File: config.mk
export PLATFORM = sky130hd
export DESIGN_NAME = branch_predictor_ctrl
export DESIGN_NICKNAME = d
export VERILOG_FILES = /design/src/rtl/branch_predictor_ctrl.sv
export SDC_FILE = /design/constraint.sdc
export NUM_CORES = 1
export LEC_CHECK = 0
export ABC_CLOCK_PERIOD_IN_PS = 2600
export CAP_MARGIN = 20
export CORE_ASPECT_RATIO = 0.7
export CORE_UTILIZATION = 45
export CTS_CLUSTER_DIAMETER = 150
export DETAILED_ROUTE_END_ITERATION = 8
export HOLD_SLACK_MARGIN = 0.12
export PLACE_DENSITY = 0.76
export SYNTH_ARGS = -nofsm -noshare
export SYNTH_HDL_FRONTEND = slang
export SYNTH_SLANG_ARGS = --single-unit
File: constraint.sdc
create_clock -name Clk -period 2.6 [get_ports Clk]
set_input_delay 0.26 -clock Clk [delete_from_list [all_inputs] [get_ports Clk]]
set_output_delay 0.26 -clock Clk [all_outputs]
set_load 0.05 [all_outputs]
File: src/rtl/branch_predictor_ctrl.sv
// Branch predictor table controller: one read port shared by fetch lookups and queued RMW updates.
// Optional BPC_STATS_EN adds saturating update/force-stall counters.
module branch_predictor_ctrl #(
  parameter int unsigned DEPTH      = 4,
  parameter int unsigned STARVE_LIM = 8
) (
  input  logic        Clk,
  input  logic        Reset,
`ifdef BPC_STATS_EN
  output logic [15:0] stat_upd,
  output logic [15:0] stat_force,
`endif
  input  logic        lk_valid,
  input  logic [9:0]  lk_addr,
  output logic        lk_ready,
  output logic        lk_taken,
  output logic [29:0] lk_target,
  input  logic        rs_valid,
  output logic        rs_ready,
  input  logic [9:0]  rs_addr,
  input  logic        rs_taken,
  input  logic [29:0] rs_target,
  output logic [9:0]  tb_addrr,
  output logic [9:0]  tb_addrw,
  output logic        tb_we,
  output logic        tb_next,
  output logic [29:0] tb_wdata,
  input  logic [30:0] tb_rdata
);

  localparam int unsigned ADDR_W = 10;
  localparam int unsigned TGT_W  = 30;
  localparam int unsigned PTR_W  = $clog2(DEPTH);
  localparam int unsigned CNT_W  = PTR_W + 1;
  localparam int unsigned STV_W  = $clog2(STARVE_LIM + 1);

  typedef struct packed {
    logic [ADDR_W-1:0] addr;
    logic              taken;
    logic [TGT_W-1:0]  target;
  } upd_t;

  typedef enum logic [1:0] {IDLE, PEND, FORCE} state_e;

  state_e            state_q, state_d;
  upd_t              mem_q [DEPTH];
  upd_t              mem_d [DEPTH];
  logic [PTR_W-1:0]  wr_ptr_q, wr_ptr_d, rd_ptr_q, rd_ptr_d;
  logic [CNT_W-1:0]  count_q, count_d;
  logic [STV_W-1:0]  starve_q, starve_d;
  logic              drain_q, drain_d;

  logic empty, full, push, update_grant;
  upd_t head;

  assign empty        = (count_q == '0);
  assign full         = (count_q == CNT_W'(DEPTH));
  assign push         = rs_valid && !full;
  assign update_grant = !empty && (!lk_valid || (state_q == FORCE));
  assign head         = mem_q[rd_ptr_q];

  // Queue bookkeeping and starvation counter
  always_comb begin
    mem_d    = mem_q;
    wr_ptr_d = wr_ptr_q;
    rd_ptr_d = rd_ptr_q;
    starve_d = starve_q;
    if (push) begin
      mem_d[wr_ptr_q] = '{addr: rs_addr, taken: rs_taken, target: rs_target};
      wr_ptr_d        = wr_ptr_q + PTR_W'(1);
    end
    if (update_grant) begin
      rd_ptr_d = rd_ptr_q + PTR_W'(1);
    end
    count_d = count_q + CNT_W'(push) - CNT_W'(update_grant);
    if (update_grant) begin
      starve_d = '0;
    end else if ((state_q == PEND) && (starve_q < STV_W'(STARVE_LIM))) begin
      starve_d = starve_q + STV_W'(1);
    end
  end

  // State register
  always_ff @(posedge Clk or negedge Reset) begin
    if (!Reset) begin
      state_q  <= IDLE;
      wr_ptr_q <= '0;
      rd_ptr_q <= '0;
      count_q  <= '0;
      starve_q <= '0;
      drain_q  <= 1'b0;
    end else begin
      state_q  <= state_d;
      wr_ptr_q <= wr_ptr_d;
      rd_ptr_q <= rd_ptr_d;
      count_q  <= count_d;
      starve_q <= starve_d;
      drain_q  <= drain_d;
    end
  end

  always_ff @(posedge Clk) begin
    mem_q <= mem_d;
  end

  // Next state; a FORCE entered because the queue filled keeps the port until the queue empties
  always_comb begin
    state_d = state_q;
    case (state_q)
      IDLE:  if (push) state_d = PEND;
      PEND: begin
        if (count_d == '0) begin
          state_d = IDLE;
        end else if ((starve_d == STV_W'(STARVE_LIM)) || (count_d == CNT_W'(DEPTH))) begin
          state_d = FORCE;
        end
      end
      FORCE: begin
        if (count_d == '0)  state_d = IDLE;
        else if (!drain_q)  state_d = PEND;
      end
      default: state_d = IDLE;
    endcase
    drain_d = (state_d == FORCE) && (drain_q || (count_d == CNT_W'(DEPTH)));
  end

  // Table port and lookup response steering
  always_comb begin
    tb_addrr  = lk_addr;
    tb_addrw  = '0;
    tb_we     = 1'b0;
    tb_next   = 1'b0;
    tb_wdata  = '0;
    lk_taken  = 1'b0;
    lk_target = '0;
    if (update_grant) begin
      tb_addrr = head.addr;
      tb_addrw = head.addr;
      tb_we    = 1'b1;
      tb_next  = head.taken;
      tb_wdata = head.target;
    end
    lk_ready = Reset && lk_valid && !update_grant;
    if (lk_ready) begin
      lk_taken  = tb_rdata[0];
      lk_target = tb_rdata[30:1];
    end
    rs_ready = !full;
  end

`ifdef BPC_STATS_EN
  logic [15:0] stat_upd_q, stat_upd_d, stat_force_q, stat_force_d;

  always_comb begin
    stat_upd_d   = stat_upd_q;
    stat_force_d = stat_force_q;
    if (update_grant && (stat_upd_q != '1)) begin
      stat_upd_d = stat_upd_q + 16'(1);
    end
    if (update_grant && lk_valid && (state_q == FORCE) && (stat_force_q != '1)) begin
      stat_force_d = stat_force_q + 16'(1);
    end
  end

  always_ff @(posedge Clk or negedge Reset) begin
    if (!Reset) begin
      stat_upd_q   <= '0;
      stat_force_q <= '0;
    end else begin
      stat_upd_q   <= stat_upd_d;
      stat_force_q <= stat_force_d;
    end
  end

  assign stat_upd   = stat_upd_q;
  assign stat_force = stat_force_q;
`endif

endmodule

; ---- Word-level counts from Yosys, hierarchy flattened
; Index checks and enable logic that the tools add are counted.
[word_totals]
reg_bits = 178
latch_bits = 0
ramBits = 0
mem_bits_ro = 0
in_bits = 86
elab_cells = 73
memories = 0
[classes]
n_addsub = 5
multipliers = 0
div = 0
magnitude_cmp = 4
n_eq_ne = 6
shift = 0
mux = 21
n_bitwise = 2
n_reduce_logical = 17
[op_table]
columns = cell, n
row1 = $bwmux W164, 1
row2 = $mux W41, 3
row3 = $bmux W41 S2, 1
row4 = $demux W41 S2, 1
row5 = $mux W30, 2
row6 = $mux W10, 2
row7 = $mux W2, 5
row8 = $mux W4, 2
row9 = $logic_and A1 B1 Y1, 7
row10 = $eq A3 B3 Y1 const B, 2
row11 = $ge A3 B3 Y1 const B, 2
row12 = $logic_not A3 Y1, 2
row13 = $not A2 Y3, 2
row14 = $pmux W2 S3, 1
row15 = $add A2 B1 Y2 const B, 2
row16 = $add A4 B1 Y4 const B, 1
row17 = $eq A2 B2 Y1 const B, 2
row18 = $eq A4 B4 Y1 const B, 1
row19 = $logic_not A1 Y1, 4
row20 = $lt A4 B4 Y1 const B, 1
row21 = $add A3 B1 Y3, 1
row22 = $logic_or A1 B1 Y1, 3
row23 = $lt A3 B1 Y1 const B, 1
row24 = $mux W1, 3
row25 = other kinds (3), 3

; ---- Longest topological paths before layout
; Gate-level depths: netlist of the first run.
[depth]
word_depth = 12
ltp_mapped = 13
depth_no_buf = 12

; ---- Worst setup path after synthesis of the first run
; OpenSTA, ideal clock, no wires.
[synth_timing]
path_kind = register to register
start = register state_q[0]
end = register state_q[1]
setup_time_ns = 0.132
arrival_time_ns = 3.193
required_ns = 2.468
slack_ns = -0.725
path_stages_with_launch = 14
synth_period_minus_slack_ns = 3.325
cell_sequence = dfrtp_1 -> nand2b_2 -> a21o_4 -> inv_2 -> clkbuf_1 -> clkbuf_1 -> ha_1 -> inv_1 -> ha_1 -> fa_1 -> nor2_1 -> a211oi_1 -> a31oi_1 -> o21ai_0
[synth_via]
elab_chain_len = 9
word_cells_on_any_way = 17
cone_classes = add/sub (1) / eq/ne (4) / mux (6) / reduce/logical (6)
[synth_lines]
columns = element, line_no
row1 = "start, declared", 45  ; state_e state_q, state_d;
row2 = "start signal, assigned", 93  ; state_q <= state_d;
row3 = $eq A2 B2 Y1 *, 59  ; assign update_grant = !empty && (!lk_valid || (state_q == FORCE));
row4 = $logic_or A1 B1 Y1 *, 59
row5 = $logic_and A1 B1 Y1 *, 59
row6 = $sub A3 B1 Y3 *, 75  ; count_d = count_q + CNT_W'(push) - CNT_W'(update_grant);
row7 = net count_d[1], 49  ; logic [CNT_W-1:0] count_q, count_d;
row8 = $eq A3 B3 Y1, 114  ; end else if ((starve_d == STV_W'(STARVE_LIM)) || (count_d == CNT_W'(DEPTH))) begin
row9 = $logic_or A1 B1 Y1, 114
row10 = $mux W2, 114
row11 = $mux W2, 112  ; if (count_d == '0) begin
row12 = $pmux W2 S3 *, 109  ; case (state_q)
row13 = net state_d[1], 45
; Mark *: on every way through the listed nets, which the timed path passes. The rest lies on a longest branch.
; A chain may end at the register's enable or synchronous reset.

; ---- Worst setup path after layout of the first run
[layout_timing]
start = register count_q[0]
end = register drain_q
[layout_via]
elab_chain_len = 12
word_cells_on_any_way = 21
cone_classes = add/sub (2) / eq/ne (4) / mux (6) / reduce/logical (9)
[layout_lines]
columns = element, line_no
row1 = "start, declared", 49
row2 = "start signal, assigned", 96  ; count_q <= count_d;
row3 = $eq A3 B3 Y1, 57  ; assign full = (count_q == CNT_W'(DEPTH));
row4 = $logic_not A1 Y1, 58  ; assign push = rs_valid && !full;
row5 = $logic_and A1 B1 Y1, 58
row6 = $add A3 B1 Y3, 75
row7 = $sub A3 B1 Y3 *, 75
row8 = net count_d[1], 49
row9 = $eq A3 B3 Y1, "114, 124"
row10 = $logic_or A1 B1 Y1, 114
row11 = $mux W2, 114
row12 = $mux W2, 112
row13 = $pmux W2 S3, 109
row14 = $eq A2 B2 Y1, 124  ; drain_d = (state_d == FORCE) && (drain_q || (count_d == CNT_W'(DEPTH)));
row15 = $logic_and A1 B1 Y1 *, 124
row16 = net drain_d, 51  ; logic drain_q, drain_d;
row17 = "end signal, assigned", 98  ; drain_q <= drain_d;
row18 = "end, declared", 51
; Marks and branches as above.

==> results of run 1 <==
==> metrics by stage <==
| step | worst slack (ps) | utilization, % | instances | hold WS (ps) |
|---|---|---|---|---|
| after CTS | 73.5 | 68.8 | 779 | 184 |
| after global placement | 77.3 | 65.2 | 745 | 541 |
| after floorplan | -3.69 | - | 379 | -35.6 |
| after detailed placement | -9.23 | 65.2 | 745 | 582 |
| after global routing | -5.57 | 68.9 | 780 | 201 |
| final | 120 | 68.9 | 780 | 201 |
==> cell families (layout without fill, tap and decap cells) <==
kind of cell	count (synthesis)	in the layout	synth area share, %
flip-flops	178	178	72.5
AND/OR/NAND/NOR	96	96	8.24
multiplexers	44	44	13.1
buffers and inverters	28	229	1.70
AO/OA/AOI/OAI	19	19	2.03
adder cells (fa/ha/maj)	8	8	1.48
XOR/XNOR	6	6	0.929
==> registers in the layout, indices dropped and copies added (netlist names) <==
| name | flops |
|---|---|
| starve_q | 4 |
| mem_q | 164 |
| count_q | 3 |
| wr_ptr_q | 2 |
| state_q | 2 |
| drain_q | 1 |
| rd_ptr_q | 2 |
==> path summary, 6_finish.rpt <==
| path | slack (ps) | from | to | cells past startpoint |
|---|---|---|---|---|
| min reg2reg | 590 | wr_ptr_q[1] | wr_ptr_q[1] | 1 |
| min in group Clk | 480 | rs_target[4] | mem_q[4] | 1 |
| max | 120 | count_q[0] | drain_q | 12 |
| max reg2reg | 120 | count_q[0] | drain_q | 12 |
| min | 200 | Reset | wr_ptr_q[0] | 2 |
| max in group asynchronous | 2190 | Reset | rd_ptr_q[0] | 2 |
==> power groups by stage <==
| stage | combinational (mW) | sequential, mW | clock [mW] |
|---|---|---|---|
| 2_1_floorplan | 3.47 | 3.99 | 0 |
| 3_3_place_gp | 5.83 | 4.13 | 0 |
| 3_5_place_dp | 5.93 | 4.18 | 0 |
| 4_1_cts | 6.02 | 4.08 | 2.35 |
| 5_1_grt | 6.30 | 4.14 | 2.46 |
| 6_report | 5.98 | 4.08 | 2.31 |
==> final cells by class <==
| type | instances | area [sq um] |
|---|---|---|
| clock buffer | 20 | 437 |
| clock inverter | 12 | 101 |
| fill | 995 | 4870 |
| inverter | 9 | 33.8 |
| multi-input combinational | 173 | 1920 |
| sequential | 178 | 5280 |
| tap | 200 | 250 |
| timing repair buffer | 188 | 2750 |
==> metal layers <==
layer	GRT usage (%)	up-vias	part of all wire, %
met5	0	-	0
met4	6.07	0	0.69
met3	4.13	9	4.0
met2	32.5	116	50
met1	27.1	2053	45
li1	-	1845	-
==> cell usage in the layout (no fill, tap or decap), drive strengths merged, types with 4 or more instances in the layout <==
cell type / synthesis / routed
ha: 7 / 7
inv: 9 / 13
a21o: 11 / 11
xnor2: 4 / 4
and2: 74 / 74
clkinv: 0 / 6
edfxtp: 164 / 164
clkdlybuf4s50: 0 / 86
and3: 5 / 5
dfrtp: 14 / 14
nor2: 7 / 7
clkbuf: 13 / 20
mux4: 41 / 41
buf: 6 / 102
==> worst max-delay path: cells and delay by family (launching register included) <==
kind,cells,cell delay (ps)
fa+ha+maj,3,820
simple gates,4,550
flops,1,440
compound gates,3,370
buf+inv,2,160
==> timing repair <==
item / CTS / global route
resized for setup: 1 / 5
endpoints found under the setup margin: 4 / 12
cloned: 0 / 0
buffers inserted: 2 / 1
==> impl_metrics.sql, run 1 <==
INSERT INTO impl_metrics (metric_group, metric, value, unit) VALUES
('synth', 'synth-seq-cells', '178', ''),
('layout', 'area_delta_synth_final', '48.1', '%'),
('worst_setup_path', 'max_stage_delay', '490', 'ps'),
('synth', 'syn-mean-instance-area', '19.2', 'sq um'),
('clock_tree', 'clock_tree.buffer_depth', '2', ''),
('status', 'status', 'finished clean', ''),
('clock_tree', 'numClockSinks', '178', ''),
('clock_tree', 'insertion_delay', '410', 'ps'),
('synth', 'syn-num-nets', '473', ''),
('drt', 'avgRoutedWirePerCell', '19.8', 'um'),
('drt', 'detail_route.drc_violations', '0', ''),
('timing', 'worst_slew_margin_rel', '66.4', '%'),
('global_route', 'grt_first_pass_wirelength', '24.2', 'mm'),
('power_and_ir_drop', 'internal-power', '7.95', 'mW'),
('layout', 'post_route_cells_drive_above_1_share', '32.9', '%'),
('placement', 'io_buffers', '170', ''),
('synth', 'synth_area_leaders', 'sky130_fd_sc_hd__edfxtp_1 (68%), sky130_fd_sc_hd__mux4_2 (13%), sky130_fd_sc_hd__and2_1 (6.3%), sky130_fd_sc_hd__dfrtp_1 (4.8%), sky130_fd_sc_hd__ha_1 (1.2%)', ''),
('power_and_ir_drop', 'switching_share', '35.8', '%'),
('global_route', 'grt_start_max_net_pins', '48', ''),
('die', 'floorplan.die_area', '0.0167', 'sq mm'),
('global_route', 'vias_in_the_first_global_route', '4262', ''),
('power_and_ir_drop', 'power-per-cell-area', '1150', 'mW/mm^2'),
('timing', 'min_period', '2480', 'ps'),
('drt', 'firstDrtPassIters', '4', ''),
('layout', 'finalInstanceArea', '0.0108', 'sq mm'),
('placement', 'dp_hpwl', '10.1', 'mm'),
('die', 'chipHeight', '108', 'um'),
('worst_setup_path', 'endpoint_kind', 'flop', ''),
('timing', 'timing.final.setup_violations', '0', ''),
('synth', 'synth_async_sr_flop_share', '7.87', '%'),
('worst_setup_path', 'worst-setup-path-type', 'flop to flop', ''),
('die', 'placeableCoreArea', '0.0156', 'sq mm'),
('timing', 'worstMarginPinSlew', '502', 'ps'),
('worst_setup_path', 'cell_breakdown_of_the_critical_path', 'nor2_1, nand2_2, and2_1, inv_1, ha_4, inv_2, ha_4, fa_1, nor2_4, a211oi_1, a31oi_1, o31ai_1', ''),
('placement', 'dpl_cell_area', '0.0102', 'sq mm'),
('synth', 'mappedNetlistArea', '0.00728', 'sq mm'),
('power_and_ir_drop', 'p_seq_share', '33.0', '%'),
('placement', 'finalWeightedCongestion', '0.736', ''),
('synth', 'number_of_cells_produced_by_synthesis', '379', ''),
('synth', 'synth_largest_type_area_fraction', '67.7', '%'),
('clock_tree', 'ctsHtreeMaxLevel', '4', ''),
('power_and_ir_drop', 'clockPowerShare', '18.7', '%'),
('drt', 'initialDrtViolationCount', '175', ''),
('drt', 'detailroute.via_count', '4023', ''),
('drt', 'ant_nets', '0', ''),
('clock_tree', 'clkTransAtPathRegs', '70', 'ps'),
('worst_setup_path', 'crit_slowest_cell', 'sky130_fd_sc_hd__fa_1', ''),
('timing', 'final.period_utilization', '95.4', '%'),
('drt', 'routed_wirelength', '15.4', 'mm'),
('power_and_ir_drop', 'max-vdd-ir-drop', '0.580', 'mV'),
('timing', 'clock_skew', '10.9', 'ps'),
('clock_tree', 'number_of_buffers_inserted_during_clock_tree_synthesis', '17', ''),
('power_and_ir_drop', 'p_comb_share', '48.4', '%'),
('clock_tree', 'cts.root.buffer_cell', 'sky130_fd_sc_hd__clkbuf_16', ''),
('worst_setup_path', 'critPathArrivalTime', '2770', 'ps'),
('power_and_ir_drop', 'p_total', '12.4', 'mW'),
('global_route', 'track_usage', '19.9', '%'),
('die', 'initial_core_util', '46.5', '%'),
('global_route', 'overflow', '0', ''),
('synth', 'synth_seq_area_share', '72.5', '%'),
('clock_tree', 'cts.hold.buffers_added', '0', ''),
('job', 'max_cap_viol_count', '0', ''),
('timing', 'hold_viol_final', '0', ''),
('synth', 'most_instantiated_library_cell_after_synthesis', 'sky130_fd_sc_hd__edfxtp_1', ''),
('die', 'std_cell_rows', '38', ''),
('synth', 'synth_top_cells_by_count', 'sky130_fd_sc_hd__edfxtp_1 (164), sky130_fd_sc_hd__and2_1 (73), sky130_fd_sc_hd__mux4_2 (41)', ''),
('die', 'ios', '171', ''),
('worst_setup_path', 'critical-path-top-cell-by-count', 'sky130_fd_sc_hd__ha_4', ''),
('synth', 'yosys_warn_count', '0', ''),
('die', 'die_width', '154', 'um'),
('layout', 'final_nets', '661', '');
(Power assumes the default switching activity.)
==> run 2, diff against run 1 <==
REMOVE_ABC_BUFFERS = 1   (was not set)
==> run 2 against run 1 <==
Net effect:
- global-route usage grew 0.65 points
- largest cell class unchanged
- sequential share of layout area fell by 0.63 points
- flip-flop and latch count unchanged
- routed wire length increased by 4.9%
- clock skew shrank 1.0 ps
- power is 3.4% higher
- core utilization up 0.85 points
- critical path type is now flop to primary output
- worst hold slack improved by 46 ps
- non-clock buffer count is 9 higher
==> impl_metrics.sql, run 2 (synthesis gave the netlist of run 1 again) <==
INSERT INTO impl_metrics (metric_group, metric, value, unit) VALUES
('status', 'status', 'finished clean', ''),
('clock_tree', 'cts.hold.buffers_added', '0', ''),
('timing', 'worstMarginPinSlew', '506', 'ps'),
('clock_tree', 'clock_tree.buffer_depth', '2', ''),
('die', 'initial_core_util', '46.5', '%'),
('layout', 'area_of_the_multi_input_gates', '0.00190', 'sq mm'),
('clock_tree', 'cts.root.buffer_cell', 'sky130_fd_sc_hd__clkbuf_16', ''),
('min_path', 'hold_class', 'input port to asynchronous set/reset pin', ''),
('layout', 'final_nets', '670', ''),
('power_and_ir_drop', 'p_total', '12.8', 'mW'),
('timing', 'timing.fmax', '0.399', 'GHz'),
('clock_tree', 'insertion_delay', '420', 'ps'),
('timing', 'slew_violations', '0', ''),
('worst_setup_path', 'critPathArrivalTime', '2240', 'ps'),
('drt', 'detail_route.drc_violations', '0', ''),
('clock_tree', 'ctsHtreeMaxLevel', '4', ''),
('layout', 'final_cell_mix', 'sky130_fd_sc_hd__edfxtp_1 (164), sky130_fd_sc_hd__buf_12 (90), sky130_fd_sc_hd__clkdlybuf4s50_1 (86), sky130_fd_sc_hd__and2_1 (73), sky130_fd_sc_hd__mux4_2 (41)', ''),
('die', 'die_width', '154', 'um'),
('global_route', 'vias_in_the_first_global_route', '4362', ''),
('power_and_ir_drop', 'power-per-cell-area', '1170', 'mW/mm^2'),
('die', 'floorplan.die_area', '0.0167', 'sq mm'),
('die', 'placeableCoreArea', '0.0156', 'sq mm'),
('global_route', 'grt_start_max_net_pins', '48', ''),
('layout', 'largest_register_ffs', '164', ''),
('worst_setup_path', 'cpLargestDelayFamily', 'simple AND/OR/NAND/NOR gates', ''),
('layout', 'post_route_cells_drive_above_1_share', '33.6', '%'),
('layout', 'largest_register', 'mem_q', ''),
('drt', 'detailroute.via_count', '4142', ''),
('worst_setup_path', 'timing.critical_path.fanout_max', '32', ''),
('layout', 'num-fill-cells', '979', ''),
('power_and_ir_drop', 'max-vdd-ir-drop', '0.691', 'mV'),
('worst_setup_path', 'crit_slowest_cell', 'sky130_fd_sc_hd__dfrtp_1', ''),
('power_and_ir_drop', 'p_leak', '3.97', 'nW'),
('placement', 'io_buffers', '170', ''),
('clock_tree', 'clkTransAtPathRegs', '70', 'ps'),
('worst_setup_path', 'worst-setup-path-type', 'flop to primary output', ''),
('placement', 'finalWeightedCongestion', '0.706', ''),
('layout', 'area_delta_synth_final', '49.9', '%'),
('timing', 'timing.final.setup_violations', '0', ''),
('drt', 'avgRoutedWirePerCell', '20.5', 'um'),
('placement', 'dp_hpwl', '10.6', 'mm'),
('worst_setup_path', 'worst-path-buf-inv', '3', ''),
('timing', 'final.period_utilization', '96.3', '%'),
('drt', 'initialDrtViolationCount', '190', ''),
('worst_setup_path', 'max_stage_delay', '410', 'ps'),
('drt', 'ant_nets', '0', ''),
('layout', 'insertedDiodeCount', '0', ''),
('timing', 'clock_skew', '9.92', 'ps'),
('global_route', 'overflow', '0', ''),
('job', 'max_cap_viol_count', '0', ''),
('clock_tree', 'clock_tree_from_tritoncts', 'yes', ''),
('layout', 'ff_latch_area', '0.00528', 'sq mm'),
('layout', 'layout.core_utilization', '69.7', '%'),
('timing', 'fin_worst_hold_slack', '248', 'ps'),
('drt', 'routed_wirelength', '16.2', 'mm'),
('clock_tree', 'numClockSinks', '178', ''),
('worst_setup_path', 'cell_breakdown_of_the_critical_path', 'nor3_2, a21o_4, buf_4, and3_1, buf_6, and2_1, buf_12', ''),
('global_route', 'grt_first_pass_wirelength', '24.9', 'mm'),
('worst_setup_path', 'worst_ep_required_time', '2340', 'ps'),
('global_route', 'track_usage', '20.5', '%'),
('die', 'ios', '171', ''),
('layout', 'reg.largest.list', 'mem_q x164, starve_q x4, count_q x3', ''),
('die', 'std_cell_rows', '38', ''),
('layout', 'layout.cells.most_common', 'sky130_fd_sc_hd__edfxtp_1', ''),
('clock_tree', 'number_of_buffers_inserted_during_clock_tree_synthesis', '17', ''),
('worst_setup_path', 'cp-start-kind', 'flop', ''),
('drt', 'via_per_inst', '5.25', ''),
('worst_setup_path', 'endpoint_kind', 'primary output', ''),
('die', 'chipHeight', '108', 'um'),
('drt', 'firstDrtPassIters', '5', ''),
('timing', 'hold_viol_final', '0', ''),
('timing', 'min_period', '2500', 'ps'),
('global_route', 'antenna_violations_before_repair', '0', ''),
('timing', 'worst_slew_margin_rel', '66.2', '%');
[run 2: cell count changes in the layout (fill, tap and decap cells not counted), sizes merged]
cell / previous run / this run
clkinv: 6 / 3
clkbuf: 20 / 18
bufinv: 0 / 2
buf: 102 / 111
clkinvlp: 2 / 1
inv: 13 / 17
[run 2: worst paths after layout]
path | endpoint | slack (ps) | depth (start not counted) | startpoint
setup / recovery | lk_target[26] | 100 | 7 | count_q[2]
hold / removal | count_q[1] | 250 | 2 | Reset
setup reg to reg | drain_q | 100 | 11 | state_q[0]
hold reg to reg | drain_q | 570 | 2 | drain_q
max in group asynchronous | rd_ptr_q[0] | 2160 | 2 | Reset
min in group Clk | mem_q[77] | 480 | 1 | rs_addr[5]
[run 2: timing repair]
item                                    4_1_cts  5_1_grt
endpoints found under the setup margin       32       22
setup buffers                                 4        3
pin swaps                                     0        3
resized for setup                             3        4
[run 2: area by class of cell]
cell class | instances | share of cell area [%]
Clock inverter | 14 | 1.56
Tap cell | 200 | 2.29
Timing Repair Buffer | 197 | 26.1
Multi-Input combinational cell | 173 | 17.4
Sequential cell | 178 | 48.4
Clock buffer | 18 | 3.93
Inverter | 9 | 0.310
[run 2: metal layers]
layer	wire, um	share of wire (%)	GRT usage, %	vias up
met5	0	0	0	-
met4	98	0.61	4.50	0
met3	1260	7.8	5.37	9
met2	8070	50	33.6	151
met1	6770	42	27.9	2111
li1	-	-	-	1871
[run 2: report_power, final]
part / total (mW) / switching (mW) / internal, mW
clock network: 2.56 / 1.10 / 1.46
registers: 4.02 / 0.226 / 3.80
logic: 6.21 / 3.19 / 3.03
total: 12.8 / 4.51 / 8.28
[run 2: through the flow]
| stage | cell area, sq um | cells | setup slack, ps | setup TNS (ps) |
|---|---|---|---|---|
| CTS | 10900 | 786 | 34.8 | 0 |
| floorplan | 7190 | 360 | -786 | -24360 |
| global placement | 10200 | 750 | 34.1 | 0 |
| global route | 10900 | 789 | -8.64 | -8.64 |
| finish | 10900 | 789 | 95.6 | 0 |
| detailed placement | 10200 | 750 | -107 | -242 |
==> edit 1 (config.mk and constraints of run 2) <==
The parameter `DEPTH` goes from 4 to 8.
--- a/src/rtl/branch_predictor_ctrl.sv
+++ b/src/rtl/branch_predictor_ctrl.sv
@@ -3,3 +3,3 @@
 module branch_predictor_ctrl #(
-  parameter int unsigned DEPTH      = 4,
+  parameter int unsigned DEPTH      = 8,
   parameter int unsigned STARVE_LIM = 8
Behaviour: same outputs for any inputs over 4 cycles, from zero or initial values and one cycle with Reset low; that may be too few to reach the edited logic, so the function may still have changed.
==> edit 1 against run 2 <==
- wire length rose by 100%
- sequential cell count up 167
- area after synthesis is 89% higher
- clock power grew 68%
- worst setup slack got worse by 0.43 ns
- critical path type is now reg -> reg
- final cell count rose by 72%
- non-clock buffer count grew 57
- final area grew 72%
- combinational power is 56% higher
- the flow now finishes with violations (negative setup slack)
- global-route usage down 0.26 points
- synthesized cell count increased by 75%
- power grew 67%
- maximum frequency shrank 15%
- die area rose by 87%
==> edit 1: results (changes against run 2) <==
* Status: finished, violations left (was completed)
* Violated checks: negative setup slack
* Synth unique cells at 40 (was 35)
* Met3 Use GR at 0.0384 (was 0.0537)
* Setup CP Type: reg -> reg (was reg -> out)
* Met1 Use GR at 0.295 (was 0.279)
* Ys async rst share at 0.0493 (was 0.0787)
* Worst-case reg-to-reg path depth at 13 (was 11)
* I/O Buffers at 170 (unchanged)
* Final setup vio count at 30 (was 0)
* Maximum number of pins on one net before global-route repair at 42 (was 48)
* Mean Syn Cell Area at 20.7 um^2 (was 19.2 um^2)
* Crit path DAT at 3.38 ns (was 2.24 ns)
* Post-synth EDFFs at 328 (was 164)
* Reg2reg start: count_q[2] (was state_q[0])
* Worst vdd ir at 0.778 mV (was 0.691 mV)
* Compound-Gate Fraction of Synth Area at 0.0115 (was 0.0203)
* First-pass GRT wire length at 46.8 mm (was 24.9 mm)
* CP Max Fanout at 4 (was 32)
* Clock buffer count from CTS at 30 (was 17)
* Leak at 6.50 nW (was 3.97 nW)
* Clock tree buffer depth at 3 (was 2)
* Setup tns final at -1.89 ns (was 0 ns)
* Global placer's final weighted congestion at 0.803 (was 0.706)
* Slowest stage delay, CP at 0.47 ns (was 0.41 ns)
* Met2 GRT Util at 0.323 (was 0.336)
* Slew @ Worst Pin at 0.509 ns (was 0.506 ns)
* Vias in the first global route at 7515 (was 4362)
* Worst path slowest cell: fa_1 (was dfrtp_1)
* Biggest regs: mem_q x328, count_q x4, starve_q x4 (was mem_q x164, starve_q x4, count_q x3)
* Dpl ws at -0.396 ns (was -0.107 ns)
* Post-DP HPWL at 17.2 mm (was 10.6 mm)
* Iter 0 DRT Violations at 557 (was 190)
* Wire length per cell at 23.9 um (was 20.5 um)
* P_sw at 7.44 mW (was 4.51 mW)
* Synth Area in XOR/XNOR at 0.00447 (was 0.00929)
* Worst setup margin at -0.330 ns (was 0.0956 ns)
* Post-synthesis mux area share at 0.167 (was 0.131)
* DP Cell Count at 1253 (was 750)
* Post-Synth Adder-Cell Area at 0.00967 (was 0.0148)
* Initial antenna violation count at 3 (was 0)
* Crit-path leading delay family: adder cells (was simple AND/OR/NAND/NOR gates)
* Vias per Instance at 5.42 (was 5.25)
* H-tree depth at 1 (was 4)
* Seq/Total Area, Yosys at 0.749 (was 0.725)
* Nets at 1016 (was 670)
* Placed instance area at 0.0165 mm^2 (was 0.0102 mm^2)
* Area contributors post-synth: edfxtp_1 (72%), mux4_2 (13%), mux2i_1 (3.1%), dfrtp_1 (3.1%), and2_1 (1.5%) (was edfxtp_1 (68%), mux4_2 (13%), and2_1 (6.3%), dfrtp_1 (4.8%), ha_1 (1.2%))
* Overall Global Routing Usage at 0.203 (was 0.205)
* Post-Route WL at 32.4 mm (was 16.2 mm)
* Worst setup path end: state_q[1] (was lk_target[26])
* WHS at 0.214 ns (was 0.248 ns)
* Final Skew at 0.0129 ns (was 0.00992 ns)
==> edit 1: final cells by class <==
class / count / area [um^2]
antenna: 2 / 5.00
multi-input combinational: 279 / 3690
clock inverter: 16 / 105
sequential: 345 / 10300
clock buffer: 38 / 842
fill: 2050 / 11200
timing repair buffer: 254 / 3240
inverter: 10 / 40.0
tap: 412 / 515
==> edit 1: power groups by stage <==
stage                     Combinational, mW  Clock, mW  Sequential (mW)
final                                  9.67       4.29             7.39
after global placement                 7.50          0             7.48
after CTS                              9.13       4.35             7.36
after global routing                   10.1       4.57             7.46
after detailed placement               7.58          0             7.53
after floorplan                        4.59          0             7.88
==> edit 1: layer usage <==
| metal | share of wire | up-vias |
|---|---|---|
| li1 | - | 3201 |
| met4 | 0.014 | 2 |
| met1 | 0.43 | 3870 |
| met3 | 0.066 | 34 |
| met5 | 0.00040 | - |
| met2 | 0.49 | 241 |
==> edit 1: repair_timing <==
action	CTS	global route
gates resized for setup	138	59
cloned	9	5
setup endpoints to repair	85	247
setup buffers	31	7
pin swaps	8	39
==> edit 2 (flow settings as in run 2) <==
Without the edit above. Add an input register stage for `rs_target`; this delays it by one clock. The other inputs are not delayed to match.
--- a/src/rtl/branch_predictor_ctrl.sv
+++ b/src/rtl/branch_predictor_ctrl.sv
@@ -44,2 +44,8 @@
 
+  logic [29:0] rs_target_q;
+
+  always_ff @(posedge Clk) begin
+    rs_target_q <= rs_target;
+  end
+
   state_e            state_q, state_d;
@@ -68,3 +74,3 @@
     if (push) begin
-      mem_d[wr_ptr_q] = '{addr: rs_addr, taken: rs_taken, target: rs_target};
+      mem_d[wr_ptr_q] = '{addr: rs_addr, taken: rs_taken, target: rs_target_q};
       wr_ptr_d        = wr_ptr_q + PTR_W'(1);
Check against the original RTL: not equivalent (a bounded check fails within 4 cycles, from zero or initial values and one cycle with Reset low).
==> edit 2 against run 2 <==
- non-clock buffer count up 1
- final area increased by 0.38%
- area after synthesis grew 8.1%
- wire length up 1.9%
- clock skew is 0.012 ns higher
- core utilization fell by 5.8 points
- worst setup slack lost 0.0086 ns
- global-route usage is 1.9 points lower
- sequential power grew 12%
- power down 2.3%
- sequential cell count up 30
- highest routed layer unchanged
==> edit 2: results (changes against run 2) <==
* Clock tree buffer depth at 3 (was 2)
* Routed met3 length at 816 um (was 1.26 mm)
* Worst vdd ir at 0.629 mV (was 0.691 mV)
* Crit-path leading delay family: adder cells (was simple AND/OR/NAND/NOR gates)
* Iter 0 DRT Violations at 240 (was 190)
* Seq/Total Area, Yosys at 0.747 (was 0.725)
* Slew @ Worst Pin at 0.514 ns (was 0.506 ns)
* Area contributors post-synth: edfxtp_1 (63%), mux4_2 (12%), dfxtp_1 (7.6%), and2_1 (5.7%), dfrtp_1 (4.5%) (was edfxtp_1 (68%), mux4_2 (13%), and2_1 (6.3%), dfrtp_1 (4.8%), ha_1 (1.2%))
* First-pass GRT wire length at 25.4 mm (was 24.9 mm)
* Crit Reg-Reg Endpoint: state_q[0] (was drain_q)
* Slowest stage delay, CP at 0.48 ns (was 0.41 ns)
* Ys async rst share at 0.0673 (was 0.0787)
* Global placer's final weighted congestion at 0.724 (was 0.706)
* Share of layout cells above drive strength 1 at 0.317 (was 0.336)
* DRT Pass-1 Iters at 4 (was 5)
* Status: completed (unchanged)
* Worst-case reg-to-reg path depth at 10 (was 11)
* Crit path DAT at 2.87 ns (was 2.24 ns)
* DR WL met2 at 7.92 mm (was 8.07 mm)
* Synth unique cells at 33 (was 35)
* Commonest cells in the netlist: edfxtp_1 (164), and2_1 (72), mux4_2 (41) (was edfxtp_1 (164), and2_1 (73), mux4_2 (41))
* Crit. Startpoint: state_q[0] (was count_q[2])
* Clock buffer count from CTS at 20 (was 17)
* Post-Route WL at 16.5 mm (was 16.2 mm)
* Vias per Instance at 5.02 (was 5.25)
* M1 WL at 7.53 mm (was 6.77 mm)
* Maximum number of pins on one net before global-route repair at 49 (was 48)
* Worst setup margin at 0.0870 ns (was 0.0956 ns)
* Final Skew at 0.0222 ns (was 0.00992 ns)
* Worst path slowest cell: fa_2 (was dfrtp_1)
* Dpl ws at -0.119 ns (was -0.107 ns)
* Overall Global Routing Usage at 0.186 (was 0.205)
* Nature of the critical path endpoint: register (was primary output)
* Leak at 4.07 nW (was 3.97 nW)
* Post-DP HPWL at 10.6 mm (about the same)
==> edit 2: changes by cell type in the layout (fill, tap and decap cells not counted), moves of 3 or more <==
cell / delta
buf_4: +55
clkbuf_16: +3
dfxtp_1: +30
inv_8: -4
clkbuf_1: +4
inv_6: -4
clkbuf_8: +3
clkinv_2: +3
buf_12: -54
==> edit 2: metrics by stage <==
stage          std cells  area [um^2]  hold slack, ns
2_1_floorplan        390         7780         -0.0356
5_1_grt              855        10900           0.150
6_report             855        10900           0.127
3_3_place_gp         814        10200           0.445
4_1_cts              853        10900           0.122
3_5_place_dp         814        10200           0.466
==> edit 2: logic make-up (layout without fill, tap and decap cells) <==
group	count (synthesis)	count (layout)	synth area share
simple gates	96	96	0.0763
xor+xnor	6	6	0.00859
mux	44	44	0.121
flops	208	208	0.747
buf+inv	28	243	0.0154
fa+ha+maj	8	8	0.0137
compound gates	19	19	0.0178
==> edit 2: worst min path at each step <==
stage	to	slack [ns]	cells past startpoint
2_1_floorplan	count_q[0]	-0.04	0
3_5_place_dp	mem_q[45]	0.47	0
6_report	wr_ptr_q[1]	0.13	2
5_1_grt	wr_ptr_q[1]	0.15	2
4_1_cts	wr_ptr_q[1]	0.12	2
3_3_place_gp	mem_q[13]	0.44	0
==> edit 2: area by class of cell <==
cell class / count / area, um^2
clock buffer: 28 / 561
clock inverter: 8 / 100
fill: 1219 / 6170
inverter: 9 / 33.8
multi-input combinational: 173 / 1910
sequential: 208 / 5880
tap: 231 / 289
timing repair buffer: 198 / 2180
==> edit 2: repair_timing <==
action | CTS | global route
gates resized for setup | 2 | 8
pin swaps | 0 | 1
endpoints found under the setup margin | 34 | 35
buffers inserted | 3 | 2
hold buffers | 0 | 0
==> edit 2: where the power goes <==
| part | total [mW] | switching [mW] | internal, mW |
|---|---|---|---|
| Combinational | 5.11 | 3.00 | 2.11 |
| Sequential | 4.51 | 0.225 | 4.28 |
| Clock | 2.87 | 1.16 | 1.71 |
| Total | 12.5 | 4.39 | 8.10 |
==> edit 2: metal layers <==
layer,global-route usage,up-vias
met1,0.265,2182
met3,0.0351,21
met5,0,-
li1,-,1970
met2,0.301,119
met4,0.0387,0
